<file path="config.mk">
export PLATFORM = sky130hd
export DESIGN_NAME = pipe_ctrl_flat
export DESIGN_NICKNAME = d
export VERILOG_FILES = /design/src/rtl/pipe_pkg.sv /design/src/rtl/pipe_ctrl_if.sv /design/src/rtl/pipe_ctrl_hazard_detect.sv /design/src/rtl/pipe_ctrl.sv /design/src/flat_wrapper.sv
export SDC_FILE = /design/constraint.sdc
export NUM_CORES = 1
export LEC_CHECK = 0
export CORE_MARGIN = 2
export CORE_UTILIZATION = 49
export DETAILED_ROUTE_END_ITERATION = 12
export GPL_TIMING_DRIVEN = 0
export PLACE_DENSITY = 0.87
export SYNTH_ARGS = -nofsm -noshare
export SYNTH_HDL_FRONTEND = slang
export SYNTH_HIERARCHICAL = 1
export SYNTH_SLANG_ARGS = --single-unit
</file>
<file path="constraint.sdc">
create_clock -name clk -period 4.4 [get_ports clk]
set_input_delay 0.88 -clock clk [delete_from_list [all_inputs] [get_ports clk]]
set_output_delay 0.88 -clock clk [all_outputs]
set_load 0.02 [all_outputs]
</file>
<file path="src/rtl/pipe_pkg.sv">
// Shared definitions for the pipeline sequencing controller: stall bit positions,
// canned stall vectors and the controller state encoding.
package pipe_pkg;

  localparam int STALL_PC  = 0;
  localparam int STALL_IF  = 1;
  localparam int STALL_ID  = 2;
  localparam int STALL_EX  = 3;
  localparam int STALL_MEM = 4;
  localparam int STALL_WB  = 5;

  localparam logic [5:0] STALL_NONE = 6'b000000;
  localparam logic [5:0] STALL_LU   = 6'b000111;
  localparam logic [5:0] STALL_MC   = 6'b001111;

  typedef enum logic [1:0] {
    RUN     = 2'd0,
    MC_BUSY = 2'd1,
    FLUSH   = 2'd2
  } pipe_state_e;

endpackage

</file>
<file path="src/rtl/pipe_ctrl_if.sv">
// Bundle between the pipeline datapath (master) and the sequencing controller (slave).
// All signals are level/cycle based: inputs are sampled every cycle, outputs apply at the next edge.
interface pipe_ctrl_if;
  logic        id_rd1_en;
  logic        id_rd2_en;
  logic [4:0]  id_addr1;
  logic [4:0]  id_addr2;
  logic        ex_wr_en;
  logic [4:0]  ex_wr_addr;
  logic        ex_is_load;
  logic        ex_mc_start;
  logic        br_flush_req;
  logic        lu_clr;
  logic [5:0]  stall;
  logic        flush;
  logic        mc_busy;
  logic        mc_done;
  logic [15:0] lu_count;
  logic [1:0]  state_dbg;

  modport master (
    output id_rd1_en, id_rd2_en, id_addr1, id_addr2,
           ex_wr_en, ex_wr_addr, ex_is_load, ex_mc_start,
           br_flush_req, lu_clr,
    input  stall, flush, mc_busy, mc_done, lu_count, state_dbg
  );

  modport slave (
    input  id_rd1_en, id_rd2_en, id_addr1, id_addr2,
           ex_wr_en, ex_wr_addr, ex_is_load, ex_mc_start,
           br_flush_req, lu_clr,
    output stall, flush, mc_busy, mc_done, lu_count, state_dbg
  );
endinterface

</file>
<file path="src/rtl/pipe_ctrl_hazard_detect.sv">
// Load-use hazard check: a load in EX whose destination is read by decode.
// Register 0 is hardwired and never creates a dependency.
module hazard_detect (
  input  logic       rd1_en,
  input  logic       rd2_en,
  input  logic [4:0] addr1,
  input  logic [4:0] addr2,
  input  logic       wr_en,
  input  logic [4:0] wr_addr,
  input  logic       is_load,
  output logic       lu
);
  logic match1;
  logic match2;

  assign match1 = rd1_en && (addr1 == wr_addr);
  assign match2 = rd2_en && (addr2 == wr_addr);
  assign lu     = is_load && wr_en && (wr_addr != 5'd0) && (match1 || match2);
endmodule

</file>
<file path="src/rtl/pipe_ctrl.sv">
// Stall/flush sequencer for the five-stage core: flush beats multi-cycle EX beats load-use.
// Also keeps a saturating count of applied load-use stall cycles.
module pipe_ctrl
  import pipe_pkg::*;
#(
  parameter int MC_CYCLES = 32,
  parameter int CNT_W     = 6
) (
  input  logic            clk,
  input  logic            reset,
  pipe_ctrl_if.slave      bus
);

  localparam logic [1:0] S_RUN   = RUN;
  localparam logic [1:0] S_MC    = MC_BUSY;
  localparam logic [1:0] S_FLUSH = FLUSH;

  logic [1:0]       state_q, state_d;
  logic [CNT_W-1:0] count_q, count_d;
  logic [15:0]      lu_count_q, lu_count_d;
  logic [5:0]       stall;
  logic             flush;
  logic             mc_done;
  logic             lu;
  logic             lu_apply;

  hazard_detect u_hazard (
    .rd1_en  (bus.id_rd1_en),
    .rd2_en  (bus.id_rd2_en),
    .addr1   (bus.id_addr1),
    .addr2   (bus.id_addr2),
    .wr_en   (bus.ex_wr_en),
    .wr_addr (bus.ex_wr_addr),
    .is_load (bus.ex_is_load),
    .lu      (lu)
  );

  always_comb begin
    state_d  = state_q;
    count_d  = count_q;
    stall    = STALL_NONE;
    flush    = 1'b0;
    mc_done  = 1'b0;
    lu_apply = 1'b0;
    case (state_q)
      S_RUN: begin
        if (bus.br_flush_req) begin
          flush   = 1'b1;
          state_d = S_FLUSH;
        end else if (bus.ex_mc_start) begin
          stall   = STALL_MC;
          count_d = CNT_W'(MC_CYCLES - 1);
          state_d = S_MC;
        end else if (lu) begin
          stall    = STALL_LU;
          lu_apply = 1'b1;
        end
      end
      S_MC: begin
        // A redirect kills the op in flight, so no completion pulse follows.
        if (bus.br_flush_req) begin
          flush   = 1'b1;
          count_d = '0;
          state_d = S_FLUSH;
        end else if (count_q == CNT_W'(1)) begin
          mc_done = 1'b1;
          count_d = '0;
          state_d = S_RUN;
        end else begin
          stall   = STALL_MC;
          count_d = count_q - CNT_W'(1);
        end
      end
      S_FLUSH: begin
        if (bus.br_flush_req) flush = 1'b1;
        else                  state_d = S_RUN;
      end
      default: state_d = S_RUN;
    endcase
  end

  always_comb begin
    lu_count_d = lu_count_q;
    if (bus.lu_clr)                               lu_count_d = '0;
    else if (lu_apply && lu_count_q != 16'hFFFF)  lu_count_d = lu_count_q + 16'd1;
  end

  always_ff @(posedge clk or negedge reset) begin
    if (!reset) begin
      state_q    <= S_RUN;
      count_q    <= '0;
      lu_count_q <= '0;
    end else begin
      state_q    <= state_d;
      count_q    <= count_d;
      lu_count_q <= lu_count_d;
    end
  end

  assign bus.stall     = stall;
  assign bus.flush     = flush;
  assign bus.mc_done   = mc_done;
  assign bus.mc_busy   = (state_q == S_MC);
  assign bus.lu_count  = lu_count_q;
  assign bus.state_dbg = state_q;

endmodule

</file>
<file path="src/flat_wrapper.sv">
// flat-port wrapper written by rule: the top's interface ports become plain ports
module pipe_ctrl_flat import pipe_pkg::*;
#(
  parameter int MC_CYCLES = 32,
  parameter int CNT_W     = 6
)
  (clk, reset, bus_id_rd1_en, bus_id_rd2_en, bus_id_addr1, bus_id_addr2, bus_ex_wr_en, bus_ex_wr_addr, bus_ex_is_load, bus_ex_mc_start, bus_br_flush_req, bus_lu_clr, bus_stall, bus_flush, bus_mc_busy, bus_mc_done, bus_lu_count, bus_state_dbg);
  pipe_ctrl_if bus_i ();
  input  logic clk;
  input  logic reset;
  input wire logic [$bits(bus_i.id_rd1_en)-1:0] bus_id_rd1_en;
  input wire logic [$bits(bus_i.id_rd2_en)-1:0] bus_id_rd2_en;
  input wire logic [$bits(bus_i.id_addr1)-1:0] bus_id_addr1;
  input wire logic [$bits(bus_i.id_addr2)-1:0] bus_id_addr2;
  input wire logic [$bits(bus_i.ex_wr_en)-1:0] bus_ex_wr_en;
  input wire logic [$bits(bus_i.ex_wr_addr)-1:0] bus_ex_wr_addr;
  input wire logic [$bits(bus_i.ex_is_load)-1:0] bus_ex_is_load;
  input wire logic [$bits(bus_i.ex_mc_start)-1:0] bus_ex_mc_start;
  input wire logic [$bits(bus_i.br_flush_req)-1:0] bus_br_flush_req;
  input wire logic [$bits(bus_i.lu_clr)-1:0] bus_lu_clr;
  output wire logic [$bits(bus_i.stall)-1:0] bus_stall;
  output wire logic [$bits(bus_i.flush)-1:0] bus_flush;
  output wire logic [$bits(bus_i.mc_busy)-1:0] bus_mc_busy;
  output wire logic [$bits(bus_i.mc_done)-1:0] bus_mc_done;
  output wire logic [$bits(bus_i.lu_count)-1:0] bus_lu_count;
  output wire logic [$bits(bus_i.state_dbg)-1:0] bus_state_dbg;
  assign bus_i.id_rd1_en = bus_id_rd1_en;
  assign bus_i.id_rd2_en = bus_id_rd2_en;
  assign bus_i.id_addr1 = bus_id_addr1;
  assign bus_i.id_addr2 = bus_id_addr2;
  assign bus_i.ex_wr_en = bus_ex_wr_en;
  assign bus_i.ex_wr_addr = bus_ex_wr_addr;
  assign bus_i.ex_is_load = bus_ex_is_load;
  assign bus_i.ex_mc_start = bus_ex_mc_start;
  assign bus_i.br_flush_req = bus_br_flush_req;
  assign bus_i.lu_clr = bus_lu_clr;
  assign bus_stall = bus_i.stall;
  assign bus_flush = bus_i.flush;
  assign bus_mc_busy = bus_i.mc_busy;
  assign bus_mc_done = bus_i.mc_done;
  assign bus_lu_count = bus_i.lu_count;
  assign bus_state_dbg = bus_i.state_dbg;
  pipe_ctrl #(.MC_CYCLES(MC_CYCLES), .CNT_W(CNT_W)) u_core (.clk(clk), .reset(reset), .bus(bus_i));
endmodule
</file>
# Yosys cells after proc, flatten, opt, wreduce, memory -nomap -nowiden
# Index checks and enable logic that the tools add are counted.
[totals]
regBits = 24
out_inout_bits = 27
input_bits = 24
wordCells = 58
[op_classes]
muxes = 28
reduce_logical = 14
addsub = 2
n_eq_ne = 11
[ops]
columns = ["cell", "n"]
rows = [
  ["6-bit two-way mux", 7],
  ["16-bit two-way mux", 2],
  ["6-bit one-hot mux with 2 select lines", 2],
  ["16-bit by 1-bit adder with 16-bit output (second input constant)", 1],
  ["16-bit inequality test (second input constant)", 1],
  ["5-bit == test", 2],
  ["2-bit two-way mux", 5],
  ["1-bit two-way mux", 9],
  ["6-bit by 1-bit == test with 1-bit output (second input constant)", 1],
  ["1-bit logical AND", 6],
  ["2-bit inequality test (second input constant)", 3],
  ["2-bit one-hot mux with 3 select lines", 1],
  ["3-bit AND reduction", 2],
  ["6-bit by 1-bit subtractor with 6-bit output (second input constant)", 1],
  ["5-bit nonzero test", 1],
  ["4-bit two-way mux", 1],
  ["2-bit nonzero test", 2],
  ["3-bit two-way mux", 1],
  ["3-bit by 2-bit inequality test with 1-bit output (second input constant)", 1],
  ["3-bit inequality test (second input constant)", 1],
  ["3-bit OR reduction", 1],
  ["2-bit by 1-bit == test with 1-bit output (second input constant)", 1],
  ["2-bit == test (second input constant)", 1],
  ["2-bit logical NOT", 1],
  ["1-bit logical OR", 1],
]

# Longest topological paths before layout
[logic_depth]
ltp_word = 11
ltp_mapped = 9
mapped_depth_nobuf = 8

# Cells and area by module
# The synthesis kept the hierarchy.
[by_module_without_submodules]
columns = ["mod", "n_inst", "seq_area_each_um2", "cells_per_inst", "area_per_inst_um2"]
rows = [
  ["pipe_ctrl", 1, 600.6, 160, 1451.4],
  ["hazard_detect", 1, 0.0, 17, 135.1],
]

# Worst setup path before layout
# No wires, ideal clock.
[synth_timing]
path_kind = "input to output"
startpoint = "in bus_br_flush_req"
endpoint = "out bus_stall[1]"
required_time_ns = 3.520
path_stages = 4
n_path_buf = 2
path_slack_ns = 0.786
arrival_ns = 2.734
path_cell_list = "buf_2 > a2111oi_0 > or2_2 > buf_4"
[synth_via]
elab_chain_len = 2
word_cells_on_any_way = 3
cone_classes = "3 x mux"
[synth_lines]
columns = ["item", "line", "source"]
rows = [
  ["start, declared", "flat_wrapper.sv:19", "input wire logic [$bits(bus_i.br_flush_req)-1:0] bus_br_flush_req;"],
  ["6-bit two-way mux, on equally long branches", "pipe_ctrl.sv:61, pipe_ctrl.sv:47", ""],
  ["6-bit one-hot mux with 2 select lines *", "pipe_ctrl.sv:45", "case (state_q)"],
  ["end, declared", "flat_wrapper.sv:21", "output wire logic [$bits(bus_i.stall)-1:0] bus_stall;"],
]
# Every way passes the cells marked *; elsewhere a longest branch is shown, timed or not.

# Worst setup path after layout
[layout_timing]
startpoint = "in bus_ex_wr_addr[2]"
endpoint = "out bus_stall[1]"
[layout_via]
elab_chain_len = 8
word_cells_on_any_way = 12
cone_classes = "2 x eq/ne; 4 x mux; 6 x reduce/logical"
[layout_lines]
columns = ["item", "line", "source"]
rows = [
  ["start, declared", "flat_wrapper.sv:16", "input wire logic [$bits(bus_i.ex_wr_addr)-1:0] bus_ex_wr_addr;"],
  ["5-bit == test, on equally long branches", "pipe_ctrl_hazard_detect.sv:16, pipe_ctrl_hazard_detect.sv:17", ""],
  ["1-bit logical AND, on equally long branches", "pipe_ctrl_hazard_detect.sv:16, pipe_ctrl_hazard_detect.sv:17", ""],
  ["1-bit logical OR", "pipe_ctrl_hazard_detect.sv:18", "assign lu = is_load && wr_en && (wr_addr != 5'd0) && (match1 || match2);"],
  ["1-bit logical AND *", "pipe_ctrl_hazard_detect.sv:18", ""],
  ["via u_core.lu", "pipe_ctrl.sv:24", "logic lu;"],
  ["3-bit two-way mux *", "pipe_ctrl.sv:54", "end else if (lu) begin"],
  ["6-bit two-way mux *", "pipe_ctrl.sv:50", "end else if (bus.ex_mc_start) begin"],
  ["6-bit two-way mux *", "pipe_ctrl.sv:47", "if (bus.br_flush_req) begin"],
  ["6-bit one-hot mux with 2 select lines *", "pipe_ctrl.sv:45", ""],
]
# Mark *: on every way through the listed nets, which the timed path passes. The rest lies on a longest branch.

==> results.toml <==
[setup_path]
setup.worst_path.end_class = "output port"
slowest_delay_ps = 580
setup.worst_path.start_class = "primary input"
crit_required_ps = 3520
cp_slowest_cell = "clkdlybuf4s50_1"
crit_buf_inv = 3
crit_type = "in2out"
r2r_cells = 7
cp_common_cell = "clkdlybuf4s50_1"
arrival_ps = 3350
crit_family = "buffers and inverters"
crit_cells = 9
path_cells = "clkdlybuf4s50_1 -> xor2_1 -> nor4_1 -> nand3_1 -> a21oi_1 -> nor4b_4 -> or2_2 -> buf_4 -> clkdlybuf4s50_1"
cp_max_fo = 5

[clock_tree]
cts_tree = "done"
cts.sink_count = 24
clkLatencyLatePin_ps = 320
post_cts_resized = 0
cts_setup_buffers = 0
cts_max_level = 1
numCtsBuffers = 3
cts_buffer_depth = 2
clk_pin_slew_ps = 130
cts-root-buf = "clkbuf_4"
ctsHoldBuffers = 0

[power]
peakVddDrop_v = 0.0001413
leakage_uw = 0.0008267
p_int_uw = 324.4
switching_share_pct = 26.97
combPwrFrac_pct = 19.4
p_seq_share_pct = 54.3
p_per_area_nw_per_um2 = 207.4
p_switching_uw = 119.8
power.share.clock_pct = 26.3

[yosys]
synthCells = 177
synth_top_area_cell = "dfrtp_1"
ys_async_sr_fraction_pct = 100.0
synthDominantCellAreaShare_pct = 37.85
synth_edf_count = 0
synth-seq-area-share_pct = 37.85
ys_top_cells_by_area = "dfrtp_1, a21oi_1, or4_1"
yosys_warnings = 6
synth.most_common_cell = "dfrtp_1"
synth_top_family_by_area = "simple AND/OR/NAND/NOR gates"
synthSimpleGateAreaFrac_pct = 25.95
syn_area_per_cell_um2 = 8.963
ys_seq_elements = 24
synthFlopType = "dfrtp_1"
synth_fa_ha_area_share_pct = 2.366
synth_xor_area_share_pct = 5.521
ys_top_cells_by_count = "dfrtp_1, a21oi_1, or4_1"
yosys-mux-area-fraction_pct = 0.7098
synth_compound_area_share_pct = 21.06
syn_area_um2 = 1587
synthDistinctLibCells = 42

[placed_design]
routabilityCongestion = 0.8160
dp_slack_ps = 132.1
hpwl_um = 2924
portBuffers = 46

[floorplanning]
die_x_um = 60.90
die-height_um = 60.90
rows = 20
dieArea_um2 = 3709
initial_core_util_pct = 51.54
io_pins = 51
core-area_um2 = 3078

[routing]
dr.pass1.iters = 4
vias_per_cell = 5.824
first_iter_violations = 53
route.vias.total = 1584
wl_per_cell_um = 14.19
route.detailed.drc = 0
wl_um = 3859
ant_nets = 0

[timing]
fmax_mhz = 236.2
min_period_over_period_pct = 96.23
max_slew_margin_pct = 29.99
slew_viol_final = 0
tightest_slew_ps = 1047
rsz0062_at_grt = "no"
fin_setup_tns_ps = 0
worst_clock_skew_ps = 6.761
final-hold-violation-count = 0
period_needed_ps = 4234
final.setup.worst_slack_ps = 165.9
setup-violations-final = 0

[run_status]
outcome = "finished, final reports clean"

[hold_path]
min_path_type = "reg2reg"
whs_path_depth = 1

[global_route]
grt_pass1_vias = 1475
track_usage_pct = 22.75
overflow = 0
grt_pass1_wl_um = 6341
antenna_found_initial = 0
grt_max_degree = 25

[job]
maxCapViolCount = 0

[finish]
final_core_util_pct = 69.59
num-nets-final = 256
fill_cells = 254
area_delta_synth_final_pct = 35.02
layout-drive-gt1-share_pct = 7.895
insertedDiodeCount = 0
metrics by stage:
step / power, uW / hold slack (ps) / cells / instance area, um2
after floorplan: 287.3 / 489.8 / 178 / 1590
after global placement: 328.7 / 512.0 / 268 / 2106
after detailed placement: 332.6 / 515.3 / 268 / 2106
after CTS: 450.5 / 545.7 / 272 / 2142
after global routing: 467.4 / 592.4 / 272 / 2142
final: 444.2 / 540.2 / 272 / 2142
layout make-up:
cell class,instances,area (um2),area share [%]
Sequential cell,24,600.6,28.04
Timing Repair Buffer,46,460.4,21.50
Multi-Input combinational cell,134,889.6,41.53
Inverter,9,33.78,1.577
Clock buffer,4,36.28,1.694
Buffer,11,66.31,3.096
Tap cell,44,55.05,2.570
placed cells by master, fill, tap and decap left out, types with 6 or more instances in the layout:
| cell type | instances |
|---|---|
| a21oi_1 | 20 |
| nand2_1 | 7 |
| nor2_1 | 9 |
| nand3_1 | 6 |
| or4_1 | 12 |
| o31ai_1 | 10 |
| nand4_1 | 6 |
| inv_1 | 9 |
| dfrtp_1 | 24 |
| xor2_1 | 8 |
| clkdlybuf4s50_1 | 46 |
worst reg2reg max path: cells and delay by family (launching register included):
kind	cells	cell delay, ps
AOI/OAI and AO/OA	2	260
and+or+nand+nor	2	500
buffers and inverters	2	630
adders and majority gates	1	220
DFF	1	420
sequential cells by signal (all words and copies together), names as in the netlist:
signal and flops:
u_core/bus.state_dbg 2, u_core/bus.lu_count 16, u_core/count_q 6
logic make-up (layout without fill, tap and decap cells):
| group | after synthesis | after routing |
|---|---|---|
| xor+xnor | 10 | 10 |
| fa+ha+maj | 3 | 3 |
| compound gates | 51 | 51 |
| other cells | 1 | 2 |
| mux | 1 | 1 |
| flops | 24 | 24 |
| simple gates | 67 | 67 |
| buf+inv | 20 | 70 |
power by group through the flow:
stage,registers (uW),logic [uW],clock network (uW)
2_1_floorplan,244,43.1,0
3_3_place_gp,245,83.7,0
3_5_place_dp,246,86.9,0
4_1_cts,241,87.0,122
5_1_grt,243,94.8,129
6_report,241,86.1,117
worst paths after layout:
check | from | end | slack (ps)
min | u_core/count_q[5] | u_core/count_q[5] | 540
min in group asynchronous | reset | u_core/bus.lu_count[11] | 1110
max in group asynchronous | reset | u_core/bus.lu_count[6] | 2660
max reg2reg | u_core/bus.lu_count[0] | u_core/bus.lu_count[5] | 2300
min reg2reg | u_core/count_q[5] | u_core/count_q[5] | 540
max | bus_ex_wr_addr[2] | bus_stall[1] | 170
metal layers:
layer / up-vias / GRT usage (%) / share of wire (%)
li1: 773 / - / -
met3: 6 / 2.985 / 7.0
met2: 55 / 38.25 / 48
met5: - / 0 / 0
met1: 750 / 29.61 / 44
met4: 0 / 9.317 / 1.2
No activity file was read; power rests on OpenSTA's default activity.
